File: config.mk
export PLATFORM = sky130hd
export DESIGN_NAME = halt_monitor
export DESIGN_NICKNAME = d
export VERILOG_FILES = /design/src/rtl/halt_monitor_pkg.sv /design/src/rtl/sat_counter.sv /design/src/rtl/halt_monitor.sv
export SDC_FILE = /design/constraint.sdc
export NUM_CORES = 1
export LEC_CHECK = 0
export BUFFER_PORTS_ARGS = -buffer_cell sky130_fd_sc_hd__buf_2
export CAP_MARGIN = 25
export CORE_AREA = 2 2 103 95
export DETAILED_ROUTE_END_ITERATION = 12
export DIE_AREA = 0 0 105 97
export PLACE_DENSITY = 0.81
export SYNTH_ARGS = -nofsm -noshare
export SYNTH_HDL_FRONTEND = slang
export SYNTH_SLANG_ARGS = --single-unit
File: constraint.sdc
create_clock -name clk -period 3.2 [get_ports clk]
set_input_delay 0.16 -clock clk [delete_from_list [all_inputs] [get_ports clk]]
set_output_delay 0.16 -clock clk [all_outputs]
set_load 0.005 [all_outputs]
File: src/rtl/halt_monitor_pkg.sv
// Shared types and constants for the halt monitor beside the IF stage.
package halt_monitor_pkg;
  typedef enum logic [1:0] {RUN = 2'd0, DRAIN = 2'd1, DONE = 2'd2} state_t;

  localparam logic [31:0] HALT_INSTR_DEFAULT = 32'h0000_0000;
  localparam logic [31:0] NOP_INSTR          = 32'h0000_0013;
endpackage

File: src/rtl/sat_counter.sv
// Up-counter that sticks at all-ones instead of wrapping.
module sat_counter #(
  parameter int WIDTH = 32
) (
  input  logic             clk,
  input  logic             reset,
  input  logic             enable,
  input  logic             clear,
  output logic [WIDTH-1:0] value
);
  always_ff @(posedge clk or negedge reset) begin
    if (!reset)                       value <= '0;
    else if (clear)                   value <= '0;
    else if (enable && (value != '1)) value <= value + WIDTH'(1);
  end
endmodule

File: src/rtl/halt_monitor.sv
// Detects the halt word at fetch, drains older instructions, then raises
// end_program and freezes run statistics; optional cycle watchdog.
module halt_monitor
  import halt_monitor_pkg::*;
#(
  parameter int          PIPE_DEPTH = 5,
  parameter int          CNT_W      = 32,
  parameter logic [31:0] HALT_INSTR = HALT_INSTR_DEFAULT,
  parameter int          MAX_CYCLES = 0
) (
  input  logic             clk,
  input  logic             reset,
  input  logic             if_valid,
  input  logic [31:0]      if_instr,
  input  logic [31:0]      if_pc,
  input  logic             stall,
  input  logic             flush,
  input  logic             wb_valid,
  output logic             halt_fetch,
  output logic             end_program,
  output logic             timeout,
  output logic [CNT_W-1:0] cycle_count,
  output logic [CNT_W-1:0] retired_count,
  output logic [31:0]      halt_pc
);
  localparam int             DW         = $clog2(PIPE_DEPTH) + 1;
  localparam logic [DW-1:0]  DRAIN_INIT = DW'(PIPE_DEPTH - 1);

  state_t        state;
  logic [DW-1:0] drain_cnt;
  logic          detect, wd_hit, running;

  assign running    = (state != DONE);
  assign detect     = (state == RUN) && if_valid && !stall && !flush && (if_instr == HALT_INSTR);
  assign wd_hit     = (MAX_CYCLES != 0) && running && (cycle_count == CNT_W'(MAX_CYCLES - 1));
  assign halt_fetch = detect || (state != RUN);

  always_ff @(posedge clk or negedge reset) begin
    if (!reset) begin
      state       <= RUN;
      drain_cnt   <= '0;
      halt_pc     <= '0;
      end_program <= 1'b0;
      timeout     <= 1'b0;
    end else begin
      case (state)
        RUN: begin
          if (wd_hit) begin
            state       <= DONE;
            end_program <= 1'b1;
            timeout     <= 1'b1;
          end else if (detect) begin
            state     <= DRAIN;
            halt_pc   <= if_pc;
            drain_cnt <= DRAIN_INIT;
          end
        end
        DRAIN: begin
          // A flush while the halt word still sits in ID means it was wrong-path.
          if (wd_hit) begin
            state       <= DONE;
            end_program <= 1'b1;
            timeout     <= 1'b1;
          end else if (flush && (drain_cnt == DRAIN_INIT)) begin
            state <= RUN;
          end else if (!stall) begin
            drain_cnt <= drain_cnt - DW'(1);
            if (drain_cnt == DW'(1)) begin
              state       <= DONE;
              end_program <= 1'b1;
            end
          end
        end
        DONE:    ;
        default: state <= RUN;
      endcase
    end
  end

  sat_counter #(.WIDTH(CNT_W)) u_cycle_cnt (
    .clk    (clk),
    .reset  (reset),
    .enable (running),
    .clear  (1'b0),
    .value  (cycle_count)
  );

  sat_counter #(.WIDTH(CNT_W)) u_retired_cnt (
    .clk    (clk),
    .reset  (reset),
    .enable (running && wb_valid),
    .clear  (1'b0),
    .value  (retired_count)
  );
endmodule

==> metrics.md, run 1 <==
| Metric | Value |
|---|---|
| Run status | `completed` |
| Cell chosen for the clock root | `sky130_fd_sc_hd__clkbuf_8` |
| First-pass GRT wire length | `18,810 um` |
| Top area cells in the synthesized netlist | `sky130_fd_sc_hd__dfrtp_1 54%, sky130_fd_sc_hd__xnor2_1 7.1%, sky130_fd_sc_hd__mux2_1 5.6%` |
| Core outline area | `9001 sq um` |
| Clock latency of the later-clocked register in the worst-skew pair | `350 ps` |
| Via total after detailed routing | `3,856` |
| Type of the worst min-delay path | `primary input to flip-flop` |
| Fraction of synthesized cell area taken by the top area cell type | `0.5376` |
| Largest voltage drop on the vdd net | `0.2601 mV` |
| Die height | `97 um` |
| Commonest register cell after synthesis | `sky130_fd_sc_hd__dfrtp_1` |
| Fraction of layout cells with a size suffix above 1 | `0.3501` |
| Max-Cap Viols | `0` |
| Cell count after synthesis | `418` |
| Final wirelength | `11,250 um` |
| Number of flops mapped to enable cells by yosys | `0` |
| Pwr dens | `364.8 nW/um^2` |
| Vias per std cell | `5.363` |
| Post-synthesis to final-layout area growth | `25.16%` |
| Data arrival time at the worst-slack endpoint | `2360 ps` |
| Core Rows | `33` |
| Post-layout total power | `2189 uW` |
| Highest fanout seen on the critical path | `8` |
| Filler cell count | `738` |
| Category of the most critical setup path | `flip-flop to flip-flop` |
| Kind of capture point of the worst setup path | `flip-flop` |
| Mapped Area | `4795 sq um` |
| Dpl cells | `699` |
| Final worst path period need | `2122 ps` |
| Initial standard-cell utilization of the core | `0.5327` |
| Antenna-violating nets left | `0` |
| Largest clock skew in the final design | `13.86 ps` |
| Required time at the worst-slack endpoint | `3430 ps` |
| Leading area contributor after synthesis | `sky130_fd_sc_hd__dfrtp_1` |
| Tot GR Track Use | `0.2284` |
| Ys Warns | `0` |
| Static leakage power | `0.003179 uW` |
| CTS tree | `done` |
| Die width | `105 um` |
| Post-synthesis sequential element count | `103` |
| H-tree lvl count | `3` |
| Transition at the pin with the smallest max-transition slack | `901.9 ps` |
| # port buffers | `167` |
| Type of origin of the critical path | `flip-flop` |
| Sequential share of the synthesized area | `0.5376` |
| Number of global-route vias before repair | `3,892` |
| Async set-or-reset flop fraction in the synthesized netlist | `1.000` |
| DRC violation count after routing | `0` |
| Most used standard cells in the synthesized netlist | `103 x sky130_fd_sc_hd__dfrtp_1, 39 x sky130_fd_sc_hd__xnor2_1, 28 x sky130_fd_sc_hd__nand3_1` |
| Final GP Congestion | `0.8931` |
| Sum of net half-perimeters after detailed placement | `8643 um` |
| Clock tree buffer depth | `2` |
| Clock input transition at the sequential cells of the worst setup and hold paths | `100 ps` |
| Period utilization | `0.6632` |
| Num ports | `169` |
| Layout Cells excl Fill | `719` |
| Die ar. | `10,190 sq um` |
| Mapped Avg Cell Area | `11.47 sq um` |
| Diode count | `0` |
| TritonCTS Sinks | `103` |
| Total setup violations reported at the end of the flow | `0` |
| Average routed wire per standard cell | `15.65 um` |
| Count of pins over their slew limit | `0` |
| Number of distinct library cells after synthesis | `52` |
| Sum of negative setup slack | `0 ps` |
| Residual overflow from global routing | `0` |
| Number of antenna violations at the first check in global routing | `0` |
| Detailed Routing Iterations Pass 1 | `4` |
| Total Nets Final | `667` |
| Setup repair after global routing missed its margin | `false` |
| Final hold violation count | `0` |
| Total CTS buffers | `9` |
| Max_slew headroom | `0.3987` |
| DR iter-0 viols | `88` |
| Net count after synthesis | `493` |
| Max Clk Rate | `471.2 MHz` |
| Top-count cell post-synth | `sky130_fd_sc_hd__dfrtp_1` |
| Maximum number of pins on one net before global-route repair | `74` |
## state kept, by name (all words and copies together), names as in the netlist
signal,flops
drain_cnt,4
halt_pc,32
end_program,1
u_retired_cnt.value,32
u_cycle_cnt.value,32
state,2
## what timing repair did
item,in CTS,in global routing
hold buffers,3,1
gates resized for setup,0,0
endpoints found under the hold margin,73,1
setup buffers,0,0
## path summary, 6_finish.rpt
check | slack (ps) | to | start | depth (start not counted)
setup reg to reg | 1080 | u_retired_cnt.value[30] | u_retired_cnt.value[4] | 5
min in group asynchronous | 490 | halt_pc[11] | reset | 2
hold / removal | 20 | halt_pc[3] | if_pc[3] | 2
setup / recovery | 1080 | u_retired_cnt.value[30] | u_retired_cnt.value[4] | 5
hold reg to reg | 490 | halt_pc[21] | halt_pc[21] | 1
max in group asynchronous | 1910 | halt_pc[28] | reset | 3
## report_power, final
part / switching, uW / leakage [uW] / internal, uW / total (uW)
logic: 42.0 / 0.00166 / 36.4 / 78.5
registers: 0 / 0.00143 / 1300 / 1300
clock network: 440 / 0.0000945 / 370 / 810
total: 482 / 0.00318 / 1710 / 2190
## critical path: stages (launching register included)
cell	delay [ps]
sky130_fd_sc_hd__dfrtp_1	450
sky130_fd_sc_hd__nand3_2	180
sky130_fd_sc_hd__or4_4	590
sky130_fd_sc_hd__nor4_4	460
sky130_fd_sc_hd__nand3_1	160
sky130_fd_sc_hd__xnor2_1	160
## cells by family (layout without fill, tap and decap cells)
logic type | Yosys count | count (layout) | share of synthesized area
other | 1 | 1 | 0.0007821
DFF | 103 | 103 | 0.5376
AOI/OAI and AO/OA | 16 | 16 | 0.02297
adders and majority gates | 5 | 5 | 0.01305
buffers and inverters | 21 | 200 | 0.01853
and+or+nand+nor | 177 | 177 | 0.2158
muxes | 34 | 34 | 0.07985
xor gates and xnor gates | 61 | 61 | 0.1114
## placed cells by master, fill, tap and decap left out, types with 4 or more instances in the layout
cell type	instances
sky130_fd_sc_hd__nand2b_1	4
sky130_fd_sc_hd__mux2_1	24
sky130_fd_sc_hd__buf_4	5
sky130_fd_sc_hd__clkbuf_8	9
sky130_fd_sc_hd__nand2_1	27
sky130_fd_sc_hd__nor4_1	13
sky130_fd_sc_hd__xnor2_1	39
sky130_fd_sc_hd__nor2_1	22
sky130_fd_sc_hd__xor2_1	22
sky130_fd_sc_hd__mux2_2	10
sky130_fd_sc_hd__buf_2	166
sky130_fd_sc_hd__dlygate4sd3_1	4
sky130_fd_sc_hd__and4_1	7
sky130_fd_sc_hd__inv_1	8
sky130_fd_sc_hd__ha_1	5
sky130_fd_sc_hd__nand4_1	25
sky130_fd_sc_hd__and3_1	10
sky130_fd_sc_hd__nor3_2	4
sky130_fd_sc_hd__nor3_1	13
sky130_fd_sc_hd__dfrtp_1	103
sky130_fd_sc_hd__nand3_1	28
## layout make-up
type	instances	area, sq um	area share
repair buffers	175	908.4	0.1514
multi-input cells	294	2133	0.3555
flip-flops and latches	103	2577	0.4295
inverters	9	33.78	0.005630
clock inverters	5	63.81	0.01063
clock buffers	11	131.4	0.02189
well taps	122	152.6	0.02544
## metrics by stage
stage               utilization  hold WS, ps  setup slack, ps  cell area (sq um)
finish                   0.6667        15.90             1078               6001
floorplan                     -       -135.6             1272               4795
global route             0.6667        4.246            863.6               6001
global placement         0.6405        341.8             1130               5766
CTS                      0.6656       0.9369             1056               5991
detailed placement       0.6405        350.4             1092               5766
## metal layers
layer | part of all wire | GRT usage | up-vias
li1 | - | - | 1832
met1 | 0.44 | 0.2938 | 1905
met2 | 0.51 | 0.3951 | 103
met3 | 0.039 | 0.04447 | 16
met4 | 0.014 | 0.06051 | 0
met5 | 0 | 0 | -
(Power assumes the default switching activity.)
==> inputs of run 2 (changes only) <==
--- a/config.mk
+++ b/config.mk
@@ -7,10 +7,10 @@
 export LEC_CHECK = 0
 export BUFFER_PORTS_ARGS = -buffer_cell sky130_fd_sc_hd__buf_2
 export CAP_MARGIN = 25
-export CORE_AREA = 2 2 103 95
+export CORE_AREA = 2 2 112 103
 export DETAILED_ROUTE_END_ITERATION = 12
-export DIE_AREA = 0 0 105 97
-export PLACE_DENSITY = 0.81
+export DIE_AREA = 0 0 114 105
+export PLACE_DENSITY = 0.72
 export SYNTH_ARGS = -nofsm -noshare
 export SYNTH_HDL_FRONTEND = slang
 export SYNTH_SLANG_ARGS = --single-unit
==> constraint.sdc (replaced) <==
create_clock -name clk -period 1.9 [get_ports clk]
set_input_delay 0.095 -clock clk [delete_from_list [all_inputs] [get_ports clk]]
set_output_delay 0.095 -clock clk [all_outputs]
set_load 0.005 [all_outputs]
==> run 2 against run 1 <==
The run now ends with negative setup slack left. Total power rose by 93%. First-iteration DRC count increased by 110%. Register-to-register slack lost 1100 ps. Routed wire length up 15%. Non-clock buffer count increased by 79. Combinational power is 140% higher. Via count up 8.7%. Maximum frequency rose by 8.2%. Worst setup slack got worse by 1100 ps. Count of clock-buffer cells in the layout increased by 1. Utilization decreased by 2.4 points. Largest power group unchanged.
==> metrics.md, run 2 (synthesis results as in run 1) <==
| Metric | Value |
|---|---|
| Run status | `finished, violations left` |
| Violated checks | `negative setup slack` |
| Static leakage power | `0.003644 uW (+15%)` |
| DRC violation count after routing | `0 (unchanged)` |
| Count of pins over their slew limit | `0 (unchanged)` |
| WP depth | `5 (unchanged)` |
| Dpl cells | `752 (+7.6%)` |
| Total CTS buffers | `9 (unchanged)` |
| First-pass GRT wire length | `20,540 um (+9.2%)` |
| Number of antenna violations at the first check in global routing | `0 (unchanged)` |
| Summed area of non-filler cells in the final layout | `6887 sq um (+15%)` |
| Biggest cell delay along the critical path | `600 ps (about the same)` |
| Die ar. | `11,970 sq um (+18%)` |
| Worst-path cell with the longest stage delay | `sky130_fd_sc_hd__or4_4` |
| Pre-CTS setup slack | `9.613 ps (-1082 ps)` |
| Required time at the worst-slack endpoint | `2170 ps (-1260 ps)` |
| Total setup violations reported at the end of the flow | `2 (+2)` |
| Category of the most critical setup path | `flip-flop to flip-flop` |
| Average routed wire per standard cell | `15.97 um (+2.0%)` |
| Max-Cap Viols | `0 (unchanged)` |
| Kind of capture point of the worst setup path | `flip-flop` |
| H-tree lvl count | `3 (unchanged)` |
| Core Rows | `36 (+9.1%)` |
| Largest voltage drop on the vdd net | `0.5511 mV (+110%)` |
| Post-synthesis to final-layout area growth | `43.63%` |
| Clock tree buffer depth | `2 (unchanged)` |
| Top Registers | `halt_pc x32, u_cycle_cnt.value x32, u_retired_cnt.value x32` |
| Initial standard-cell utilization of the core | `0.4472 (-0.08542)` |
| Cell chain of the critical path | `nand4_1, or2_1, or4_4, nor3b_4, xor2_1` |
| Antenna-violating nets left | `0 (unchanged)` |
| Worst hold stages | `3 (+1)` |
| Final GP Congestion | `0.8891 (-0.45%)` |
| Data arrival time at the worst-slack endpoint | `2230 ps (-130 ps)` |
| Clock latency of the later-clocked register in the worst-skew pair | `350 ps (about the same)` |
| Vias per std cell | `5.180 (-3.4%)` |
| # port buffers | `167 (unchanged)` |
| Sum of net half-perimeters after detailed placement | `9075 um (+5.0%)` |
| DR iter-0 viols | `186 (+110%)` |
| Type of origin of the critical path | `flip-flop` |
| R2r worst-path depth | `5 (unchanged)` |
| Core outline area | `10,720 sq um (+19%)` |
| Tot GR Track Use | `0.2157 (-0.01267)` |
| Setup repair after global routing missed its margin | `true` |
| Total buffers and inverters traversed by the critical path | `0 (unchanged)` |
| Highest fanout seen on the critical path | `4 (-4)` |
| Post-layout worst setup margin | `-61.97 ps (-1140 ps)` |
| Max Clk Rate | `509.7 MHz (+8.2%)` |
| Layout Cells excl Fill | `809 (+13%)` |
| Most common cell after layout, fill and taps aside | `sky130_fd_sc_hd__buf_2` |
| Largest clock skew in the final design | `7.505 ps (-6.358 ps)` |
| Clock input transition at the sequential cells of the worst setup and hold paths | `70 ps (-30 ps)` |
| Residual overflow from global routing | `0 (unchanged)` |
| Period utilization | `1.033 (+0.3694)` |
| Type of the worst min-delay path | `primary input to flip-flop` |
| Maximum number of pins on one net before global-route repair | `54 (-27%)` |
| Cell chosen for the clock root | `sky130_fd_sc_hd__clkbuf_16` |
| Commonest cells after routing, fill and taps aside | `167 x sky130_fd_sc_hd__buf_2, 99 x sky130_fd_sc_hd__dfrtp_1, 51 x sky130_fd_sc_hd__buf_4` |
| CTS tree | `done` |
| Final worst path period need | `1962 ps (-160.2 ps)` |
| Via total after detailed routing | `4,191 (+8.7%)` |
| Num ports | `169 (unchanged)` |
| Number of global-route vias before repair | `4,300 (+10%)` |
| Final wirelength | `12,920 um (+15%)` |
| Cell area reported after detailed placement | `6107 sq um (+5.9%)` |
| Sum of negative setup slack | `-107.0 ps (-107.0 ps)` |
| TritonCTS Sinks | `103 (unchanged)` |
| Die height | `105 um (+8.2%)` |
| Final hold violation count | `0 (unchanged)` |
| Detailed Routing Iterations Pass 1 | `5 (+1)` |
| Pwr dens | `612.0 nW/um^2 (+68%)` |
| Die width | `114 um (+8.6%)` |
| Fraction of layout cells with a size suffix above 1 | `0.4127 (+0.06264)` |
| Total Nets Final | `746 (+12%)` |
| Final hold slack | `80.62 ps (+64.71 ps)` |
| Filler cell count | `860 (+17%)` |
| Diode count | `0 (unchanged)` |
| Gate family responsible for the most delay along the worst path | `simple AND/OR/NAND/NOR gates` |
[run 2: final timing paths]
check,start,to,slack [ps]
max in group asynchronous,reset,state[0],1040
min in group asynchronous,reset,halt_pc[3],210
hold / removal,stall,state[0],80
setup reg to reg,u_cycle_cnt.value[8],u_cycle_cnt.value[27],-60
hold reg to reg,halt_pc[17],halt_pc[17],480
setup / recovery,u_cycle_cnt.value[8],u_cycle_cnt.value[27],-60
[run 2: cell type report]
class                      count  area, sq um  share of cell area
timing repair buffer         254         1592              0.2311
clock buffer                  12        246.5             0.03579
multi-input combinational    294         2221              0.3225
tap                          133        166.4             0.02416
sequential                   103         2582              0.3750
clock inverter                 4        45.04            0.006541
inverter                       9        33.78            0.004906
[run 2: power breakdown]
| part | switching (uW) | internal, uW |
|---|---|---|
| sequential | 0 | 2190 |
| combinational | 82.1 | 103 |
| clock | 785 | 1050 |
| total | 868 | 3350 |
[run 2: per-stage QoR]
step	utilization	power [uW]
after floorplan	-	2241
after CTS	0.6286	4251
after global routing	0.6424	4360
after global placement	0.5697	2360
after detailed placement	0.5697	2365
final	0.6424	4215
[run 2: what timing repair did]
item                                    4_1_cts  5_1_grt
buffers inserted                              0        7
gates resized for setup                       3       22
gates cloned                                  0        1
hold buffers                                 33        0
pin swaps                                     0        9
endpoints found under the setup margin        3       30
hold endpoints to repair                     60        0
[run 2: worst reg2reg max path: cells and delay by family (launching register included)]
family / cells / cell delay, ps
XOR/XNOR: 1 / 170
flip-flops: 1 / 380
AND/OR/NAND/NOR: 4 / 1340
[run 2: per-layer routing]
| layer | up-vias | part of all wire | global-route usage |
|---|---|---|---|
| met4 | 0 | 0.018 | 0.06185 |
| met5 | - | 0 | 0 |
| met2 | 118 | 0.52 | 0.3810 |
| li1 | 2004 | - | - |
| met1 | 2050 | 0.42 | 0.2537 |
| met3 | 19 | 0.045 | 0.06206 |
==> inputs of run 3 (changes only) <==
--- a/config.mk
+++ b/config.mk
@@ -10,7 +10,9 @@
 export CORE_AREA = 2 2 112 103
 export DETAILED_ROUTE_END_ITERATION = 12
 export DIE_AREA = 0 0 114 105
+export MAX_ROUTING_LAYER = met4
 export PLACE_DENSITY = 0.72
+export SLEW_MARGIN = 20
 export SYNTH_ARGS = -nofsm -noshare
 export SYNTH_HDL_FRONTEND = slang
 export SYNTH_SLANG_ARGS = --single-unit
==> run 3 against run 2 <==
The run still ends with negative setup slack left. Non-clock buffer count is the same. Global-route usage grew 0.61 points. Sequential cell count is the same. Sequential share of layout area is the same. Routed wire length is essentially flat. Combinational power is essentially flat. Total power is essentially flat.
==> metrics.md, run 3 (synthesis results as in run 1) <==
| Metric | Value |
|---|---|
| Run status | `finished, violations left` |
| Violated checks | `negative setup slack` |
| Residual overflow from global routing | `0 (unchanged)` |
| Biggest cell delay along the critical path | `600 ps (about the same)` |
| P_sw | `867.3 uW (about the same)` |
| Endpoint of the worst-slack reg-to-reg timing path | `u_cycle_cnt.value[27]` |
| Total setup violations reported at the end of the flow | `3 (+1)` |
| Diode count | `0 (unchanged)` |
| Final GP Congestion | `0.9040 (+1.7%)` |
| Worst Hold End | `state[0]` |
| WP depth | `5 (unchanged)` |
| Fraction of layout cells with a size suffix above 1 | `0.4127 (unchanged)` |
| Antenna-violating nets left | `0 (unchanged)` |
| DRC violation count after routing | `0 (unchanged)` |
| Clock latency of the later-clocked register in the worst-skew pair | `350 ps (about the same)` |
| Worst reg2reg startpoint | `u_cycle_cnt.value[8]` |
| Period utilization | `1.033 (about the same)` |
| Portion of total power attributed to combinational logic | `0.044 (about the same)` |
| Maximum number of pins on one net before global-route repair | `54 (unchanged)` |
| Post-layout worst setup margin | `-62.96 ps (-0.9877 ps)` |
| Top Registers | `halt_pc x32, u_cycle_cnt.value x32, u_retired_cnt.value x32` |
| Number of global-route vias before repair | `4,304 (+0.093%)` |
| Sequential power share | `0.520 (about the same)` |
| Cell chain of the critical path | `nand4_1, or2_1, or4_4, nor3b_4, xor2_1` |
| Worst-path cell with the longest stage delay | `sky130_fd_sc_hd__or4_4` |
| # port buffers | `167 (unchanged)` |
| Worst hold stages | `3 (unchanged)` |
| Post-synthesis to final-layout area growth | `43.63% (unchanged)` |
| First-pass GRT wire length | `20,520 um (-0.10%)` |
| Final worst path period need | `1963 ps (+0.9877 ps)` |
| Kind of capture point of the worst setup path | `flip-flop` |
| Required time at the worst-slack endpoint | `2170 ps (about the same)` |
| Pwr dens | `612.0 nW/um^2 (about the same)` |
| Largest voltage drop on the vdd net | `0.5501 mV (-0.18%)` |
| Max Clk Rate | `509.4 MHz (about the same)` |
| Vias per std cell | `5.183 (about the same)` |
| Core Rows | `36 (unchanged)` |
| Total Nets Final | `746 (unchanged)` |
| Initial standard-cell utilization of the core | `0.4472 (unchanged)` |
| Die height | `105 um (unchanged)` |
| Cell area reported after detailed placement | `6107 sq um (unchanged)` |
| Via total after detailed routing | `4,193 (+0.048%)` |
| Core outline area | `10,720 sq um (unchanged)` |
| Die ar. | `11,970 sq um (unchanged)` |
| Total buffers and inverters traversed by the critical path | `0 (unchanged)` |
| Commonest cells after routing, fill and taps aside | `167 x sky130_fd_sc_hd__buf_2, 99 x sky130_fd_sc_hd__dfrtp_1, 51 x sky130_fd_sc_hd__buf_4` |
| Internal power contribution | `3347 uW (about the same)` |
| Worst setup slack for register-to-register paths | `-60 ps (about the same)` |
| Switching share of power | `0.2058 (about the same)` |
| Type of origin of the critical path | `flip-flop` |
| DR iter-0 viols | `188 (+1.1%)` |
| Total CTS buffers | `9 (unchanged)` |
| Num ports | `169 (unchanged)` |
| TritonCTS Sinks | `103 (unchanged)` |
| Final hold slack | `81.23 ps (+0.6152 ps)` |
| Clock input transition at the sequential cells of the worst setup and hold paths | `70 ps (about the same)` |
| CTS tree | `done` |
| Most common cell after layout, fill and taps aside | `sky130_fd_sc_hd__buf_2` |
| Summed area of non-filler cells in the final layout | `6887 sq um (unchanged)` |
| Die width | `114 um (unchanged)` |
| Layout Utilization | `0.6424 (unchanged)` |
| Static leakage power | `0.003644 uW (unchanged)` |
| Detailed Routing Iterations Pass 1 | `4 (-1)` |
| Data arrival time at the worst-slack endpoint | `2230 ps (about the same)` |
| Final wirelength | `12,920 um (about the same)` |
| Count of pins over their slew limit | `0 (unchanged)` |
| Average routed wire per standard cell | `15.97 um (about the same)` |
| Largest clock skew in the final design | `7.599 ps (+0.09384 ps)` |
| Max-Cap Viols | `0 (unchanged)` |
| Tot GR Track Use | `0.2218 (+0.006149)` |
| Gate family responsible for the most delay along the worst path | `simple AND/OR/NAND/NOR gates` |
| Cell chosen for the clock root | `sky130_fd_sc_hd__clkbuf_16` |
| Clock tree buffer depth | `2 (unchanged)` |
| Final hold violation count | `0 (unchanged)` |
| Category of the most critical setup path | `flip-flop to flip-flop` |
| Setup repair after global routing missed its margin | `true` |
| Number of antenna violations at the first check in global routing | `0 (unchanged)` |
| Type of the worst min-delay path | `primary input to flip-flop` |
| R2r worst-path depth | `5 (unchanged)` |
| Start point of the worst min-delay path | `stall` |
| Pre-CTS setup slack | `9.613 ps (unchanged)` |
| Sum of net half-perimeters after detailed placement | `9075 um (unchanged)` |
| Highest fanout seen on the critical path | `4 (unchanged)` |
| H-tree lvl count | `3 (unchanged)` |
| Share of power burned in the clock network | `0.436 (about the same)` |
## run 3: cell counts in the layout (fill, tap and decap cells not counted)
Identical to the previous run, type by type.
## run 3: metal layers
metal / GRT usage / routed length [um] / vias to the layer above
met5: - / 0 / -
li1: - / - / 2002
met1: 0.2567 / 5444 / 2056
met3: 0.05742 / 521 / 22
met2: 0.3810 / 6729 / 113
met4: 0.06185 / 223 / 0
## run 3: how the worst max path moves through the flow
| stage | from | end | slack (ps) |
|---|---|---|---|
| finish | u_cycle_cnt.value[8] | u_cycle_cnt.value[27] | -60 |
| CTS | u_cycle_cnt.value[2] | u_cycle_cnt.value[13] | 10 |
| global route | u_cycle_cnt.value[8] | u_cycle_cnt.value[27] | -200 |
| global placement | u_cycle_cnt.value[2] | u_cycle_cnt.value[17] | 70 |
| detailed placement | u_retired_cnt.value[7] | u_retired_cnt.value[29] | 10 |
| floorplan | state[1] | u_cycle_cnt.value[27] | -20 |
## run 3: final cells by class
class | count | area, sq um
repair buffers | 254 | 1592
clock inverters | 4 | 45.04
flip-flops and latches | 103 | 2582
well taps | 133 | 166.4
fillers | 860 | 3834
clock buffers | 12 | 246.5
multi-input cells | 294 | 2221
inverters | 9 | 33.78
## run 3: what timing repair did
item	CTS	global route
endpoints found under the hold margin	60	0
gates cloned	0	1
resized for setup	3	22
hold buffers	33	0
setup endpoints to repair	3	30
buffers inserted	0	7
pin swaps	0	9
## run 3: through the flow
stage                     setup TNS (ps)  cells  power [uW]
after floorplan                   -48.16    418        2241
after global placement                 0    752        2360
after detailed placement               0    752        2365
after CTS                              0    801        4251
after global routing              -826.9    809        4360
final                             -112.5    809        4214
## run 3: worst register-to-register path, cell delays in order, from the launching register on
cell and delay, ps:
sky130_fd_sc_hd__dfrtp_1 380, sky130_fd_sc_hd__nand4_1 210, sky130_fd_sc_hd__or2_1 330, sky130_fd_sc_hd__or4_4 600, sky130_fd_sc_hd__nor3b_4 200, sky130_fd_sc_hd__xor2_1 170
## run 3: power groups by stage
stage               sequential (uW)  clock, uW  combinational [uW]
floorplan                      2230          0                6.78
global placement               2230          0                 126
detailed placement             2230          0                 131
CTS                            2190       1870                 184
global route                   2190       1970                 204
finish                         2190       1840                 186
